**src/rtl/game_pkg.sv**
```systemverilog
// Shared definitions for the game controller: direction codes, input FSM
// states and a key-to-direction helper used by the input front end.
package game_pkg;

  localparam logic [3:0] DIR_NONE  = 4'b0000;
  localparam logic [3:0] DIR_LEFT  = 4'b0001;
  localparam logic [3:0] DIR_RIGHT = 4'b0010;
  localparam logic [3:0] DIR_DOWN  = 4'b0100;
  localparam logic [3:0] DIR_UP    = 4'b1000;

  typedef enum logic [1:0] {
    IDLE  = 2'b00,
    PULSE = 2'b01,
    HOLD  = 2'b10
  } state_t;

  // Key order is [0]=left, [1]=right, [2]=down, [3]=up; anything else is no move.
  function automatic logic [3:0] dir_from_keys(input logic [3:0] keys);
    logic [3:0] dir;
    case (keys)
      4'b0001: dir = DIR_LEFT;
      4'b0010: dir = DIR_RIGHT;
      4'b0100: dir = DIR_DOWN;
      4'b1000: dir = DIR_UP;
      default: dir = DIR_NONE;
    endcase
    return dir;
  endfunction

  function automatic logic is_one_hot(input logic [3:0] v);
    return (v != 4'b0000) && ((v & (v - 4'd1)) == 4'b0000);
  endfunction

endpackage

```
**src/rtl/key_debounce.sv**
```systemverilog
// One pushbutton: two-flop synchroniser, then a stability counter that only
// lets the active-high level change after DEBOUNCE_CYCLES matching samples.
module key_debounce #(
  parameter int DEBOUNCE_CYCLES = 16,
  parameter int CNT_W           = 20
) (
  input  logic clock,
  input  logic reset_n,
  input  logic raw_n,
  output logic level
);

  logic             sync1_q;
  logic             sync2_q;
  logic             sample;
  logic             level_q;
  logic             level_d;
  logic [CNT_W-1:0] cnt_q;
  logic [CNT_W-1:0] cnt_d;

  always_ff @(posedge clock or negedge reset_n) begin
    if (!reset_n) begin
      sync1_q <= 1'b1;
      sync2_q <= 1'b1;
      level_q <= 1'b0;
      cnt_q   <= '0;
    end else begin
      sync1_q <= raw_n;
      sync2_q <= sync1_q;
      level_q <= level_d;
      cnt_q   <= cnt_d;
    end
  end

  assign sample = ~sync2_q;

  // Any sample agreeing with the current level restarts the count.
  always_comb begin
    level_d = level_q;
    cnt_d   = '0;
    if (sample != level_q) begin
      if (cnt_q == CNT_W'(DEBOUNCE_CYCLES - 1)) begin
        level_d = ~level_q;
      end else begin
        cnt_d = cnt_q + CNT_W'(1);
      end
    end
  end

  assign level = level_q;

endmodule

```
**src/rtl/direction_input.sv**
```systemverilog
// Direction front end: four debounced keys, press-edge detection and an FSM
// that emits one fixed-length one-hot move per accepted press.
module direction_input
  import game_pkg::*;
#(
  parameter int DEBOUNCE_CYCLES = 16,
  parameter int CNT_W           = 20,
  parameter int PULSE_LEN       = 8
) (
  input  logic       clock,
  input  logic       reset_n,
  input  logic       enable,
  input  logic [3:0] key_n,
  output logic [3:0] direction,
  output logic [3:0] key_level,
  output logic       rejected
);

  localparam int PW = (PULSE_LEN > 1) ? $clog2(PULSE_LEN) : 1;

  logic [3:0]    level_w;
  logic [3:0]    prev_level_q;
  logic          any_press;
  state_t        state_q;
  logic [PW-1:0] pcnt_q;
  logic [3:0]    dir_q;
  logic          rej_q;

  for (genvar k = 0; k < 4; k++) begin : g_key
    key_debounce #(
      .DEBOUNCE_CYCLES(DEBOUNCE_CYCLES),
      .CNT_W          (CNT_W)
    ) u_debounce (
      .clock  (clock),
      .reset_n(reset_n),
      .raw_n  (key_n[k]),
      .level  (level_w[k])
    );
  end

  assign any_press = |(level_w & ~prev_level_q);

  // Once a pulse starts it runs to completion; HOLD blocks rollover and repeat.
  always_ff @(posedge clock or negedge reset_n) begin
    if (!reset_n) begin
      prev_level_q <= 4'b0000;
      state_q      <= IDLE;
      pcnt_q       <= '0;
      dir_q        <= DIR_NONE;
      rej_q        <= 1'b0;
    end else begin
      prev_level_q <= level_w;
      rej_q        <= 1'b0;
      case (state_q)
        IDLE: begin
          if (any_press) begin
            if (enable && is_one_hot(level_w)) begin
              dir_q   <= dir_from_keys(level_w);
              pcnt_q  <= PW'(PULSE_LEN - 1);
              state_q <= PULSE;
            end else begin
              rej_q   <= 1'b1;
              state_q <= HOLD;
            end
          end
        end
        PULSE: begin
          if (pcnt_q == '0) begin
            dir_q   <= DIR_NONE;
            state_q <= HOLD;
          end else begin
            pcnt_q <= pcnt_q - PW'(1);
          end
        end
        HOLD: begin
          if (level_w == 4'b0000) begin
            state_q <= IDLE;
          end
        end
        default: begin
          dir_q   <= DIR_NONE;
          state_q <= IDLE;
        end
      endcase
    end
  end

  assign direction = dir_q;
  assign key_level = level_w;
  assign rejected  = rej_q;

endmodule

```
**config.mk**
```make
export PLATFORM = sky130hd
export DESIGN_NAME = direction_input
export DESIGN_NICKNAME = d
export VERILOG_FILES = /design/src/rtl/game_pkg.sv /design/src/rtl/key_debounce.sv /design/src/rtl/direction_input.sv
export SDC_FILE = /design/constraint.sdc
export NUM_CORES = 1
export LEC_CHECK = 0
export BUFFER_PORTS_ARGS = -buffer_cell sky130_fd_sc_hd__buf_2
export CAP_MARGIN = 15
export CORE_ASPECT_RATIO = 2
export CORE_UTILIZATION = 40
export DETAILED_ROUTE_END_ITERATION = 8
export GPL_ROUTABILITY_DRIVEN = 0
export PLACE_DENSITY = 0.6
export SLEW_MARGIN = 30
export SYNTH_ARGS = -nofsm -noshare
export SYNTH_HDL_FRONTEND = slang
export SYNTH_SLANG_ARGS = --single-unit
export TNS_END_PERCENT = 5
```
**constraint.sdc**
```tcl
create_clock -name clock -period 2 [get_ports clock]
set_input_delay 0.4 -clock clock [delete_from_list [all_inputs] [get_ports clock]]
set_output_delay 0.4 -clock clock [all_outputs]
set_load 0.02 [all_outputs]
```
==> out/metrics.cfg <==
[power_and_ir_drop]
clkPwrFrac_pct=42.9
pwr-share-seq_pct=53.8
peakVddDrop_uv=636
intPower_uw=3200
swShare_pct=22.0
power_density_nw_per_um2=711
combPwrFrac_pct=3.3
switchingPower_uw=901
cellLeakagePower_uw=0.00241

[timing]
fin_crit_ps=1870
rsz0062_at_grt=false
worst_pin_slew_ps=528
tns_ps=0
slew_viol_final=0
skew_ps=5.41
timing.final.crit_share_pct=93.4
timing.fmax_mhz=535
slew-limit-headroom_pct=64.3
setup_viol=0
holdWs_ps=144
hold_viol=0

[global_route]
antenna_found_initial=0
grt_max_degree=36
grt.overflow.total=0
grt_pass1_wl_um=17800
grt_pass1_vias=4017
grt_use_total_pct=17.3

[synthesis]
syn_inst=522
synthArstFlopShare_pct=100
avgSynthCellArea_um2=9.83
yosys_warnings=0
synthDistinctLibCells=43
ys_ff_latch=106
syn-num-nets=535
synth_edf_count=0
ys_seq_area_share_pct=51.9
synth_ff_type=dfrtp_1
netlist_area_um2=5130

[hold_path]
hold_class=primary input to flop
worst_hold_path.num_cells=1
min_from=key_n[0]
min_to=g_key[0].u_debounce.sync1_q

[drt]
drc=0
drt_pass1_iterations=4
dr.first_iter.drc_count=183
wl_per_cell_um=14.8
ant_nets=0
wirelength_um=10400
vias=3897
vias_per_cell=5.56

[setup_path]
crit_path_start_kind=flop
r2r-start=pcnt_q[1]
crit_path_max_fanout=4
reg2reg_to=direction[0]
worstPathRequired_ps=2230
endpoint_kind=flop
critical_path_class=flop to flop
r2r_cells=6
reg2reg_setup_slack_ps=130
cp.arrival_ps=2100

[clock_network]
cts_htree_levels=3
max-clock-path-buffers=2
clock-sinks=106
cts_buffers=9
cts_resized=0
cts_root_buffer=clkbuf_16
clk_pin_slew_ps=70
cts_tree=built
cts_setup_buffers=0
insertion_delay_ps=350

[layout]
drive_gt1_share_pct=10.9
num_antenna_cells=0
multiInputGateArea_um2=2310
area_delta_synth_final_pct=12.3
nNetsFinal=559
fillCellCount=1199
seqCellArea_um2=2660

[die]
core_area_um2=12600
pin_count=16
die_w_um=82.1
die_y_um=162
start_util_pct=40.9
rows=58
die_area_um2=13300

[run]
cap_violations=0

[run_status]
status=completed

[placement]
numPortBuffers=15
dp.final_hpwl_um=7490

## cells in the final DEF (no fill, tap or decap), types with 9 or more instances in the layout
cell | netlist | layout
o31ai_1 | 15 | 15
xnor2_1 | 30 | 30
o21ai_0 | 21 | 21
clkbuf_16 | 0 | 9
buf_2 | 2 | 14
nand4_1 | 17 | 17
or3_1 | 14 | 14
a21oi_1 | 29 | 29
inv_1 | 16 | 16
nor3_1 | 10 | 10
nand2_1 | 29 | 29
nand3_1 | 37 | 37
and3_1 | 12 | 12
buf_4 | 4 | 16
nor4_1 | 22 | 22
or4_1 | 11 | 11
dfrtp_1 | 98 | 98
nor2_1 | 62 | 62
xor2_1 | 19 | 19
## worst max path at each step
stage	slack (ps)	to	from	cells after the start
global placement	250	g_key[1].u_debounce.cnt_q[19]	g_key[1].u_debounce.cnt_q[4]	4
detailed placement	150	direction[3]	pcnt_q[1]	6
global route	50	direction[0]	pcnt_q[0]	6
floorplan	180	direction[0]	g_key[1].u_debounce.level	5
CTS	130	direction[0]	pcnt_q[1]	6
finish	130	direction[0]	pcnt_q[1]	6
## cell type report
cell class              count  area share, %
clock buffers              10           3.97
flip-flops and latches    106           46.2
multi-input cells         380           40.2
repair buffers             33           4.17
well taps                 150           3.26
clock inverters             6           1.17
inverters                  16           1.04
## power groups by stage
stage | logic (µW) | clock network (µW) | registers (µW)
finish | 137 | 1760 | 2200
global route | 160 | 1880 | 2210
CTS | 143 | 1800 | 2200
detailed placement | 142 | 0 | 2240
global placement | 137 | 0 | 2240
floorplan | 59.5 | 0 | 2240
## worst max-delay path: stages, from the launching register on
cell and delay (ps):
dfrtp_1 380, inv_1 100, ha_1 190, nor2b_1 250, o211a_1 200, a32o_1 270, mux2_1 350
## Yosys cell counts (5+ instances only)
cell type  instances  share of area, %
and3_1            12               1.5
nor3_1            10              0.98
xnor2_1           30               5.1
nand2_1           29               2.1
xor2_1            19               3.2
nand3_1           37               3.6
nand4_1           17               2.1
inv_1             16               1.2
o21ai_0           21               2.0
nand2b_1           8              0.98
nor4_1            22               2.7
o21ai_1            5              0.49
clkbuf_1          14               1.0
or3_1             14               1.7
or4_1             11               1.6
ha_1               6               1.5
o31ai_1           15               2.2
dfrtp_1           98                48
dfstp_2            8               4.1
a21oi_1           29               2.8
nor2_1            62               4.5
## kinds of logic (layout without fill, tap and decap cells)
logic type / after synthesis / after routing / synth area share, %
compound gates: 79 / 79 / 9.10
xor+xnor: 49 / 49 / 8.37
fa+ha+maj: 6 / 6 / 1.46
buf+inv: 36 / 65 / 2.98
flops: 106 / 106 / 51.9
mux: 4 / 4 / 0.878
simple gates: 242 / 242 / 25.3
## stage by stage
step                util [%]  power, µW  cells  setup slack (ps)  cell area (µm²)
finish                  45.9       4100    701               131             5760
global route            45.9       4250    701              50.8             5760
CTS                     45.9       4150    701               132             5760
detailed placement      43.4       2390    684               153             5450
global placement        43.4       2380    684               253             5450
floorplan                  -       2300    522               184             5130
## repair_timing
| action | in CTS | in global routing |
|---|---|---|
| hold endpoints to repair | 1 | 0 |
| setup endpoints to repair | 0 | 0 |
| hold buffers | 1 | 0 |
## registers in the layout, summed over array words and instances, names as in the netlist
| register | cells |
|---|---|
| direction | 4 |
| rejected | 1 |
| g_key.u_debounce.sync1_q | 4 |
| prev_level_q | 4 |
| pcnt_q | 3 |
| state_q | 2 |
| g_key.u_debounce.cnt_q | 80 |
| g_key.u_debounce.level | 4 |
| g_key.u_debounce.sync2_q | 4 |
## per-layer routing
metal	wire length [µm]	track usage (%)
met5	0	0
met4	166	6.70
met1	4090	18.5
met3	300	4.27
met2	5800	31.4
(Power assumes the default switching activity.)
